$ cat config.mk
export PLATFORM = sky130hd
export DESIGN_NAME = sysid_regs
export DESIGN_NICKNAME = d
export VERILOG_FILES = /design/src/rtl/sysid_pkg.sv /design/src/rtl/sysid_uptime_ctr.sv /design/src/rtl/sysid_regs.sv
export SDC_FILE = /design/constraint.sdc
export NUM_CORES = 1
export LEC_CHECK = 0
export ABC_CLOCK_PERIOD_IN_PS = 2600
export CORE_ASPECT_RATIO = 0.6
export CORE_UTILIZATION = 45
export CTS_CLUSTER_SIZE = 40
export DETAILED_ROUTE_END_ITERATION = 10
export PLACE_DENSITY = 0.71
export REMOVE_ABC_BUFFERS = 1
export SLEW_MARGIN = 5
export SYNTH_ARGS = -nofsm -noshare
export SYNTH_HDL_FRONTEND = slang
export SYNTH_SLANG_ARGS = --single-unit
$ cat constraint.sdc
create_clock -name clk -period 2.6 [get_ports clk]
set_input_delay 0.39 -clock clk [delete_from_list [all_inputs] [get_ports clk]]
set_output_delay 0.39 -clock clk [all_outputs]
set_load 0.02 [all_outputs]
$ cat src/rtl/sysid_pkg.sv
// sysid_pkg: shared constants for the system-identification register block.
//   - Word addresses of every mapped register.
//   - Bit offsets of the fields packed into the CAPS word.
//   - The value returned for reserved or unmapped reads.
package sysid_pkg;

  localparam int unsigned ADDR_ID        = 0;
  localparam int unsigned ADDR_TIMESTAMP = 1;
  localparam int unsigned ADDR_UPTIME_LO = 2;
  localparam int unsigned ADDR_UPTIME_HI = 3;
  localparam int unsigned ADDR_SCRATCH   = 4;
  localparam int unsigned ADDR_CAPS      = 5;
  localparam int unsigned ADDR_USER_BASE = 8;

  localparam int unsigned CAPS_VERSION_LSB  = 16;
  localparam int unsigned CAPS_UPTIME_W_LSB = 8;
  localparam int unsigned CAPS_NUM_USER_LSB = 0;

  localparam logic [31:0] UNMAPPED_VALUE = 32'h0;

  // Layout: VERSION in [31:16], UPTIME_W in [15:8], NUM_USER in [7:0].
  function automatic logic [31:0] caps_word(logic [15:0] version, int unsigned uptime_w,
                                            int unsigned num_user);
    logic [31:0] w;
    w = '0;
    w[CAPS_VERSION_LSB  +: 16] = version;
    w[CAPS_UPTIME_W_LSB +: 8]  = 8'(uptime_w);
    w[CAPS_NUM_USER_LSB +: 8]  = 8'(num_user);
    return w;
  endfunction

endpackage

$ cat src/rtl/sysid_uptime_ctr.sv
// sysid_uptime_ctr: free-running uptime counter with an atomic 64-bit readout.
//   clk, reset_n : clock and asynchronous active-low reset
//   clear        : load the counter with 0 on this edge (count resumes next cycle)
//   snap         : low word is being read; latch the high bits into the shadow
//   lo           : live counter bits [31:0]
//   hi_shadow    : high bits captured at the last snap, zero-extended
module sysid_uptime_ctr #(
  parameter int unsigned UPTIME_W = 48
) (
  input  logic        clk,
  input  logic        reset_n,
  input  logic        clear,
  input  logic        snap,
  output logic [31:0] lo,
  output logic [31:0] hi_shadow
);

  logic [UPTIME_W-1:0] cnt_q;
  logic [UPTIME_W-1:0] cnt_d;
  logic [31:0]         shadow_q;
  logic [63:0]         cnt_ext;

  // Continuous assignment keeps the next-state a plain net.
  assign cnt_d   = clear ? '0 : cnt_q + UPTIME_W'(1);
  assign cnt_ext = 64'(cnt_q);

  // Shadow takes the same pre-edge sample that lo presents, so LO/HI pair atomically.
  always_ff @(posedge clk or negedge reset_n) begin
    if (!reset_n) begin
      cnt_q    <= '0;
      shadow_q <= '0;
    end else begin
      cnt_q <= cnt_d;
      if (snap) begin
        shadow_q <= cnt_ext[63:32];
      end
    end
  end

  assign lo        = cnt_ext[31:0];
  assign hi_shadow = shadow_q;

endmodule

$ cat src/rtl/sysid_regs.sv
// sysid_regs: Avalon-MM system-identification register block.
//   clk, reset_n       : clock and asynchronous active-low reset
//   address            : word address (ADDR_W bits)
//   read, write        : bus strobes; the slave never stalls
//   writedata          : write data, byteenable selects the lanes
//   readdata           : read data, held between responses
//   readdatavalid      : one-cycle strobe, one cycle after the read
//   user_status        : NUM_USER status words, registered every cycle
module sysid_regs
  import sysid_pkg::*;
#(
  parameter logic [31:0] SYSTEM_ID = 32'h5353_4F43,
  parameter logic [31:0] TIMESTAMP = 32'h0000_0000,
  parameter logic [15:0] VERSION   = 16'h0002,
  parameter int unsigned NUM_USER  = 4,
  parameter int unsigned ADDR_W    = 4,
  parameter int unsigned UPTIME_W  = 48
) (
  input  logic                    clk,
  input  logic                    reset_n,
  input  logic [ADDR_W-1:0]       address,
  input  logic                    read,
  input  logic                    write,
  input  logic [31:0]             writedata,
  input  logic [3:0]              byteenable,
  output logic [31:0]             readdata,
  output logic                    readdatavalid,
  input  logic [32*NUM_USER-1:0]  user_status
);

  localparam logic [31:0] CapsWord = caps_word(VERSION, UPTIME_W, NUM_USER);

  logic [31:0]            addr_ext;
  logic                   cnt_clear;
  logic                   cnt_snap;
  logic [31:0]            uptime_lo;
  logic [31:0]            uptime_hi;
  logic [31:0]            scratch_q;
  logic [31:0]            scratch_d;
  logic [32*NUM_USER-1:0] user_q;
  logic [31:0]            rdata;
  logic [31:0]            readdata_q;
  logic                   rvalid_q;

  // Widened so the user-range bound cannot alias when it equals 2**ADDR_W.
  assign addr_ext  = 32'(address);
  assign cnt_clear = write && (addr_ext == ADDR_UPTIME_LO);
  assign cnt_snap  = read && (addr_ext == ADDR_UPTIME_LO);

  sysid_uptime_ctr #(
    .UPTIME_W (UPTIME_W)
  ) u_uptime (
    .clk       (clk),
    .reset_n   (reset_n),
    .clear     (cnt_clear),
    .snap      (cnt_snap),
    .lo        (uptime_lo),
    .hi_shadow (uptime_hi)
  );

  always_comb begin
    scratch_d = scratch_q;
    if (write && (addr_ext == ADDR_SCRATCH)) begin
      for (int b = 0; b < 4; b++) begin
        if (byteenable[b]) begin
          scratch_d[8*b +: 8] = writedata[8*b +: 8];
        end
      end
    end
  end

  // Read mux sees pre-edge state, so a colliding write never leaks into the response.
  always_comb begin
    rdata = UNMAPPED_VALUE;
    case (addr_ext)
      ADDR_ID:        rdata = SYSTEM_ID;
      ADDR_TIMESTAMP: rdata = TIMESTAMP;
      ADDR_UPTIME_LO: rdata = uptime_lo;
      ADDR_UPTIME_HI: rdata = uptime_hi;
      ADDR_SCRATCH:   rdata = scratch_q;
      ADDR_CAPS:      rdata = CapsWord;
      default: begin
        for (int unsigned k = 0; k < NUM_USER; k++) begin
          if (addr_ext == ADDR_USER_BASE + k) begin
            rdata = user_q[32*k +: 32];
          end
        end
      end
    endcase
  end

  always_ff @(posedge clk or negedge reset_n) begin
    if (!reset_n) begin
      readdata_q <= '0;
      rvalid_q   <= 1'b0;
      scratch_q  <= '0;
      user_q     <= '0;
    end else begin
      rvalid_q  <= read;
      scratch_q <= scratch_d;
      user_q    <= user_status;
      if (read) begin
        readdata_q <= rdata;
      end
    end
  end

  assign readdata      = readdata_q;
  assign readdatavalid = rvalid_q;

endmodule

==> impl_metrics.env, run 1 <==
export IMPL_rr_endpoint="u_uptime.cnt_q[44]$_DFF_PN0_"
export IMPL_tightestPinTransition_ns=0.909
export IMPL_grt_max_degree=75
export IMPL_post_route_cell_area_sq_um=13800
export IMPL_num_rows=42
export IMPL_required_ns=3.05
export IMPL_p_leak_nw=5.75
export IMPL_die_w_um=198
export IMPL_maxCapViolCount=0
export IMPL_gp_congestion=0.899
export IMPL_grt_overflow=0
export IMPL_cts_tree="done"
export IMPL_synth_warnings=0
export IMPL_vdd_drop_max_uv=501
export IMPL_critPathMaxStageDelay_ns=0.59
export IMPL_antenna_found_initial=0
export IMPL_die_y_um=120
export IMPL_avgViaCountPerCell=5.48
export IMPL_die_area_sq_um=23700
export IMPL_cts_setup_buffers=0
export IMPL_pwr_density_cell_nw_per_um2=741
export IMPL_period_share_pct=93.4
export IMPL_r2r_worst_path_cells=5
export IMPL_routedWlPerCell_um=19.0
export IMPL_drc=0
export IMPL_p_clk_share_pct=37.8
export IMPL_drive_above_1_share_pct=10.4
export IMPL_netSwitchingFraction_pct=25.6
export IMPL_place_area_sq_um=12900
export IMPL_grt_first_pass_wirelength_mm=41.7
export IMPL_synth_area_sq_um=10400
export IMPL_final_nets=1219
export IMPL_relSlewSlack_pct=38.9
export IMPL_net_switching_power_mw=2.61
export IMPL_end_kind="register"
export IMPL_port_buffers=204
export IMPL_min_period_ns=2.43
export IMPL_ys_ff_latch=257
export IMPL_clkTransAtPathRegs_ns=0.07
export IMPL_cts_sink_count=257
export IMPL_post_synth_num_cell_types=50
export IMPL_final_max_slew_viol_count=0
export IMPL_finalHoldViolCount=0
export IMPL_async_flop_share_pct=100
export IMPL_rsz0062_at_grt="false"
export IMPL_status="complete, no violations"
export IMPL_startpoint="u_uptime.cnt_q[35]$_DFF_PN0_"
export IMPL_wl_mm=26.1
export IMPL_avgSynthCellArea_sq_um=12.4
export IMPL_drtIter0Drc=383
export IMPL_yosys_most_used_dff="dfrtp_1"
export IMPL_r2r_start="u_uptime.cnt_q[35]$_DFF_PN0_"
export IMPL_p_seq_share_pct=48.3
export IMPL_syn_to_final_growth_pct=32.8
export IMPL_syn_inst=839
export IMPL_path_class="reg2reg"
export IMPL_internal_power_mw=7.59
export IMPL_h_tree_depth=1
export IMPL_io_pins=205
export IMPL_cp_cell_sequence="nand4_2 -> or4_4 -> or4_4 -> or4_1 -> a21oi_1"
export IMPL_cts_resized=0
export IMPL_first_global_vias=7413
export IMPL_grt_util_all_layers_pct=22.9
export IMPL_cts_buffer_depth=3
export IMPL_p_comb_share_pct=13.9
export IMPL_crit_fanout=6
export IMPL_cp_arrival_ns=2.88
export IMPL_first_pass_iters=5
export IMPL_fmax_mhz=412
export IMPL_cp_depth=5
export IMPL_cts_root_buf="clkbuf_16"
export IMPL_critPathTopFamily="simple AND/OR/NAND/NOR gates"
export IMPL_start_util_pct=46.4
export IMPL_worst_path_buf_inv=0
export IMPL_crit_slowest_cell="or4_4"
export IMPL_diodes=0
export IMPL_insertion_delay_ns=0.53
export IMPL_finalSetupViolCount=0
export IMPL_num_vias=7518
export IMPL_antenna_left=0
export IMPL_r2r_setup_slack_ns=0.17
export IMPL_endpoint="u_uptime.cnt_q[44]$_DFF_PN0_"
export IMPL_final_setup_tns_ns=0
export IMPL_dp_hpwl_mm=18.8
export IMPL_finalClockSkew_ns=0.0194
export IMPL_cp_start_kind="register"
export IMPL_cts_made_buffers=24
export IMPL_core_area_sq_um=22300
export IMPL_seq_area_frac_synth_pct=62.0
export IMPL_synth_edf_count=0
export IMPL_path_common_cell="or4_4"
export IMPL_holdCritPathClass="in2reg"
power groups by stage:
stage | clock (mW) | sequential [mW] | combinational, mW
after floorplan | 0 | 4.92 | 0.630
after global placement | 0 | 4.97 | 1.40
after detailed placement | 0 | 4.99 | 1.42
after CTS | 3.94 | 4.92 | 1.44
after global routing | 4.13 | 4.99 | 1.57
final | 3.85 | 4.92 | 1.42
layout by cell type, fill, tap and decap left out, types with 21 or more instances in the layout:
master / instances
a21oi_1: 86
buf_4: 26
clkbuf_16: 25
clkdlybuf4s50_1: 200
dfrtp_1: 257
mux2_1: 50
mux4_2: 24
nand2_1: 49
nor2_1: 56
o21ai_0: 21
o22ai_1: 22
Yosys cell counts, types with 11 or more instances:
cell type / instances / area share [%]
a21oi_1: 86 / 4.2
o21ai_1: 11 / 0.53
mux4_2: 24 / 5.2
o22ai_1: 22 / 1.3
inv_1: 12 / 0.43
mux2_1: 50 / 5.4
nand2_1: 49 / 1.8
a22oi_1: 16 / 1.2
or3_1: 16 / 0.97
o21ai_0: 21 / 1.0
nand4_1: 19 / 1.1
xor2_1: 18 / 1.5
dfrtp_1: 257 / 62
nor2_1: 56 / 2.0
nand3_1: 17 / 0.82
clkbuf_1: 43 / 1.6
how the worst min path moves through the flow:
stage | startpoint | to | slack, ns | depth (start not counted)
final | read | readdatavalid$_DFF_PN0_ | 0.22 | 1
after detailed placement | reset_n | scratch_q[0]$_DFFE_PN0P_ | 0.33 | 1
after global routing | read | readdatavalid$_DFF_PN0_ | 0.24 | 1
after floorplan | reset_n | readdata[0]$_DFFE_PN0P_ | 0.09 | 0
after CTS | read | readdatavalid$_DFF_PN0_ | 0.21 | 1
after global placement | reset_n | scratch_q[0]$_DFFE_PN0P_ | 0.32 | 1
stage by stage:
| step | hold WS [ns] | utilization [%] | total power, mW | std cells | worst slack (ns) |
|---|---|---|---|---|---|
| floorplan | 0.0944 | - | 5.55 | 786 | 0.262 |
| global placement | 0.323 | 57.6 | 6.37 | 1327 | 0.242 |
| detailed placement | 0.328 | 57.6 | 6.41 | 1327 | 0.169 |
| CTS | 0.207 | 61.6 | 10.3 | 1372 | 0.174 |
| global route | 0.241 | 61.6 | 10.7 | 1372 | 0.0823 |
| finish | 0.225 | 61.6 | 10.2 | 1372 | 0.172 |
state kept, by name (all words and copies together), names as in the netlist:
| register | cells |
|---|---|
| readdatavalid | 1 |
| u_uptime.cnt_q | 48 |
| readdata | 32 |
| u_uptime.hi_shadow | 16 |
| user_q | 128 |
| scratch_q | 32 |
kinds of logic after synthesis:
kind of cell    after synthesis  share of synthesized area (%)
flops                       257                           62.0
xor+xnor                     27                           2.28
mux                          78                           11.1
simple gates                212                           10.5
compound gates              198                           11.6
fa+ha+maj                     1                          0.121
buf+inv                      66                           2.40
cell type report:
type	instances	area, sq um
fill	1778	8570
timing repair buffer	234	2330
tap	308	385
clock buffer	33	716
multi-input combinational	516	3690
inverter	13	48.8
clock inverter	11	165
sequential	257	6430
layer usage:
metal | track usage, % | vias to the layer above | share of wire [%]
met5 | 0 | - | 0
met4 | 3.54 | 0 | 1.1
met3 | 6.55 | 28 | 8.3
met2 | 31.8 | 272 | 41
met1 | 35.9 | 3755 | 50
li1 | - | 3463 | -
timing repair:
item	CTS	global route
hold buffers	1	0
hold endpoints to repair	45	0
endpoints found under the setup margin	0	0
(Power assumes the default switching activity.)
==> inputs of run 2 (changes only) <==
Settings changed: ABC_CLOCK_PERIOD_IN_PS 2600 to 2800, DONT_BUFFER_PORTS set to 1, PLACE_DENSITY 0.71 to unset.
Clock period 2.6 ns to 2.8 ns, I/O delays scaled along.
==> run 2 against run 1 <==
  * The flow now finishes with violations (negative hold slack)
  * Critical path type unchanged
  * Sequential power down 5.1%
  * First-iteration DRC count up 34%
  * Design area down 6.9%
  * Setup slack better by 0.18 ns
  * Largest cell class unchanged
  * Die area unchanged
==> impl_metrics.env, run 2 (synthesis results as in run 1) <==
export IMPL_fmax_mhz=409
export IMPL_cts_root_buf="clkbuf_16"
export IMPL_crit_fanout=6
export IMPL_required_ns=3.26
export IMPL_drtIter0Drc=515
export IMPL_finalClockSkew_ns=0.0157
export IMPL_gp_congestion=0.890
export IMPL_cts_tree="done"
export IMPL_antenna_left=0
export IMPL_cts_resized=0
export IMPL_tightestPinTransition_ns=0.992
export IMPL_num_rows=42
export IMPL_relSlewSlack_pct=33.5
export IMPL_drive_above_1_share_pct=8.74
export IMPL_period_share_pct=87.4
export IMPL_die_w_um=198
export IMPL_post_route_util_pct=57.4
export IMPL_syn_to_final_growth_pct=23.6
export IMPL_insertion_delay_ns=0.53
export IMPL_power_total_mw=9.12
export IMPL_cp_arrival_ns=2.90
export IMPL_cts_made_buffers=25
export IMPL_top_register="user_q"
export IMPL_post_route_cell_area_sq_um=12800
export IMPL_setup_ws_ns=0.353
export IMPL_reg_top3="user_q: 128 flops, u_uptime.cnt_q: 48 flops"
export IMPL_p_leak_nw=5.37
export IMPL_h_tree_depth=1
export IMPL_grt_util_all_layers_pct=24.2
export IMPL_die_area_sq_um=23700
export IMPL_pwr_density_cell_nw_per_um2=712
export IMPL_post_place_ws_ns=0.371
export IMPL_rsz0062_at_grt="false"
export IMPL_clkTransAtPathRegs_ns=0.06
export IMPL_violations="negative hold slack"
export IMPL_final_nets=1127
export IMPL_cts_buffer_depth=3
export IMPL_fin_cells=1283
export IMPL_fin_hold_ws_ns=-0.419
export IMPL_avgViaCountPerCell=5.72
export IMPL_final_cell_mix="dfrtp_1 (257), dlygate4sd3_1 (132), a21oi_1 (86), nor2_1 (56), mux2_1 (50)"
export IMPL_die_y_um=120
export IMPL_end_kind="register"
export IMPL_core_area_sq_um=22300
export IMPL_port_buffers=0
export IMPL_critPathMaxStageDelay_ns=0.60
export IMPL_path_common_cell="or4_4"
export IMPL_vdd_drop_max_uv=477
export IMPL_status="finished with violations"
export IMPL_final_max_slew_viol_count=0
export IMPL_first_global_vias=7833
export IMPL_min_period_ns=2.45
export IMPL_num_vias=7340
export IMPL_grt_first_pass_wirelength_mm=43.7
export IMPL_path_class="reg2reg"
export IMPL_dp_cells=1103
export IMPL_start_util_pct=46.4
export IMPL_finalSetupViolCount=0
export IMPL_dp_hpwl_mm=17.4
export IMPL_grt_overflow=0
export IMPL_routedWlPerCell_um=21.8
export IMPL_final_setup_tns_ns=0
export IMPL_place_area_sq_um=10600
export IMPL_finalHoldViolCount=257
export IMPL_first_pass_iters=5
export IMPL_cp_cell_sequence="nand4_2 -> or4_4 -> or4_4 -> or4_1 -> a21oi_1"
export IMPL_grt_max_degree=258
export IMPL_drc=0
export IMPL_io_pins=205
export IMPL_cts_sink_count=257
export IMPL_wl_mm=27.9
export IMPL_holdCritPathClass="in2async"
export IMPL_cp_start_kind="register"
export IMPL_antenna_found_initial=2
export IMPL_maxCapViolCount=0
export IMPL_crit_slowest_cell="or4_4"
export IMPL_final_common_cell="dfrtp_1"
export IMPL_largest_register_ffs=128
-- run 2: cell count changes in the layout (fill, tap and decap cells not counted), moves of 2 or more --
cell,delta
clkdlybuf4s50_1,-200
dlygate4sd3_1,+131
buf_4,-17
buf_12,-5
clkbuf_1,+3
diode_2,+3
clkinv_4,-2
-- run 2: final timing paths --
| check | from | to | slack, ns | cells past startpoint |
|---|---|---|---|---|
| min reg2reg | scratch_q[25]$_DFFE_PN0P_ | scratch_q[25]$_DFFE_PN0P_ | 0.49 | 1 |
| max | u_uptime.cnt_q[35]$_DFF_PN0_ | u_uptime.cnt_q[42]$_DFF_PN0_ | 0.35 | 5 |
| max reg2reg | u_uptime.cnt_q[35]$_DFF_PN0_ | u_uptime.cnt_q[42]$_DFF_PN0_ | 0.35 | 5 |
| min in group clk | writedata[0] | scratch_q[0]$_DFFE_PN0P_ | 0.02 | 1 |
| min | reset_n | user_q[32]$_DFF_PN0_ | -0.42 | 0 |
| max in group asynchronous | reset_n | readdata[30]$_DFFE_PN0P_ | 2.65 | 0 |
-- run 2: report_power, final --
| part | internal, mW | switching, mW | total (mW) |
|---|---|---|---|
| Combinational | 0.511 | 0.383 | 0.894 |
| Clock | 2.14 | 1.42 | 3.56 |
| Sequential | 4.17 | 0.494 | 4.67 |
| Total | 6.83 | 2.30 | 9.12 |
-- run 2: final cells by class --
| class | instances | area, sq um |
|---|---|---|
| diodes | 3 | 7.51 |
| clock buffers | 35 | 713 |
| clock inverters | 10 | 153 |
| fillers | 1796 | 9520 |
| inverters | 13 | 48.8 |
| multi-input cells | 516 | 3690 |
| flip-flops and latches | 257 | 6430 |
| well taps | 308 | 385 |
| repair buffers | 141 | 1390 |
-- run 2: repair_timing --
| action | in CTS | in global routing |
|---|---|---|
| setup buffers | 0 | 0 |
| hold buffers | 131 | 1 |
| endpoints found under the hold margin | 398 | 258 |
-- run 2: worst max-delay path, delay by kind of cell, from the launching register on --
family          cells  cell delay, ns
flops               1            0.46
simple gates        4            1.77
compound gates      1            0.15
-- run 2: metal layers --
| metal | wire length, um | global-route usage [%] | vias up |
|---|---|---|---|
| li1 | - | - | 3276 |
| met5 | 0 | 0 | - |
| met2 | 12200 | 36.4 | 275 |
| met4 | 340 | 4.70 | 0 |
| met3 | 2300 | 6.44 | 33 |
| met1 | 13100 | 35.6 | 3756 |
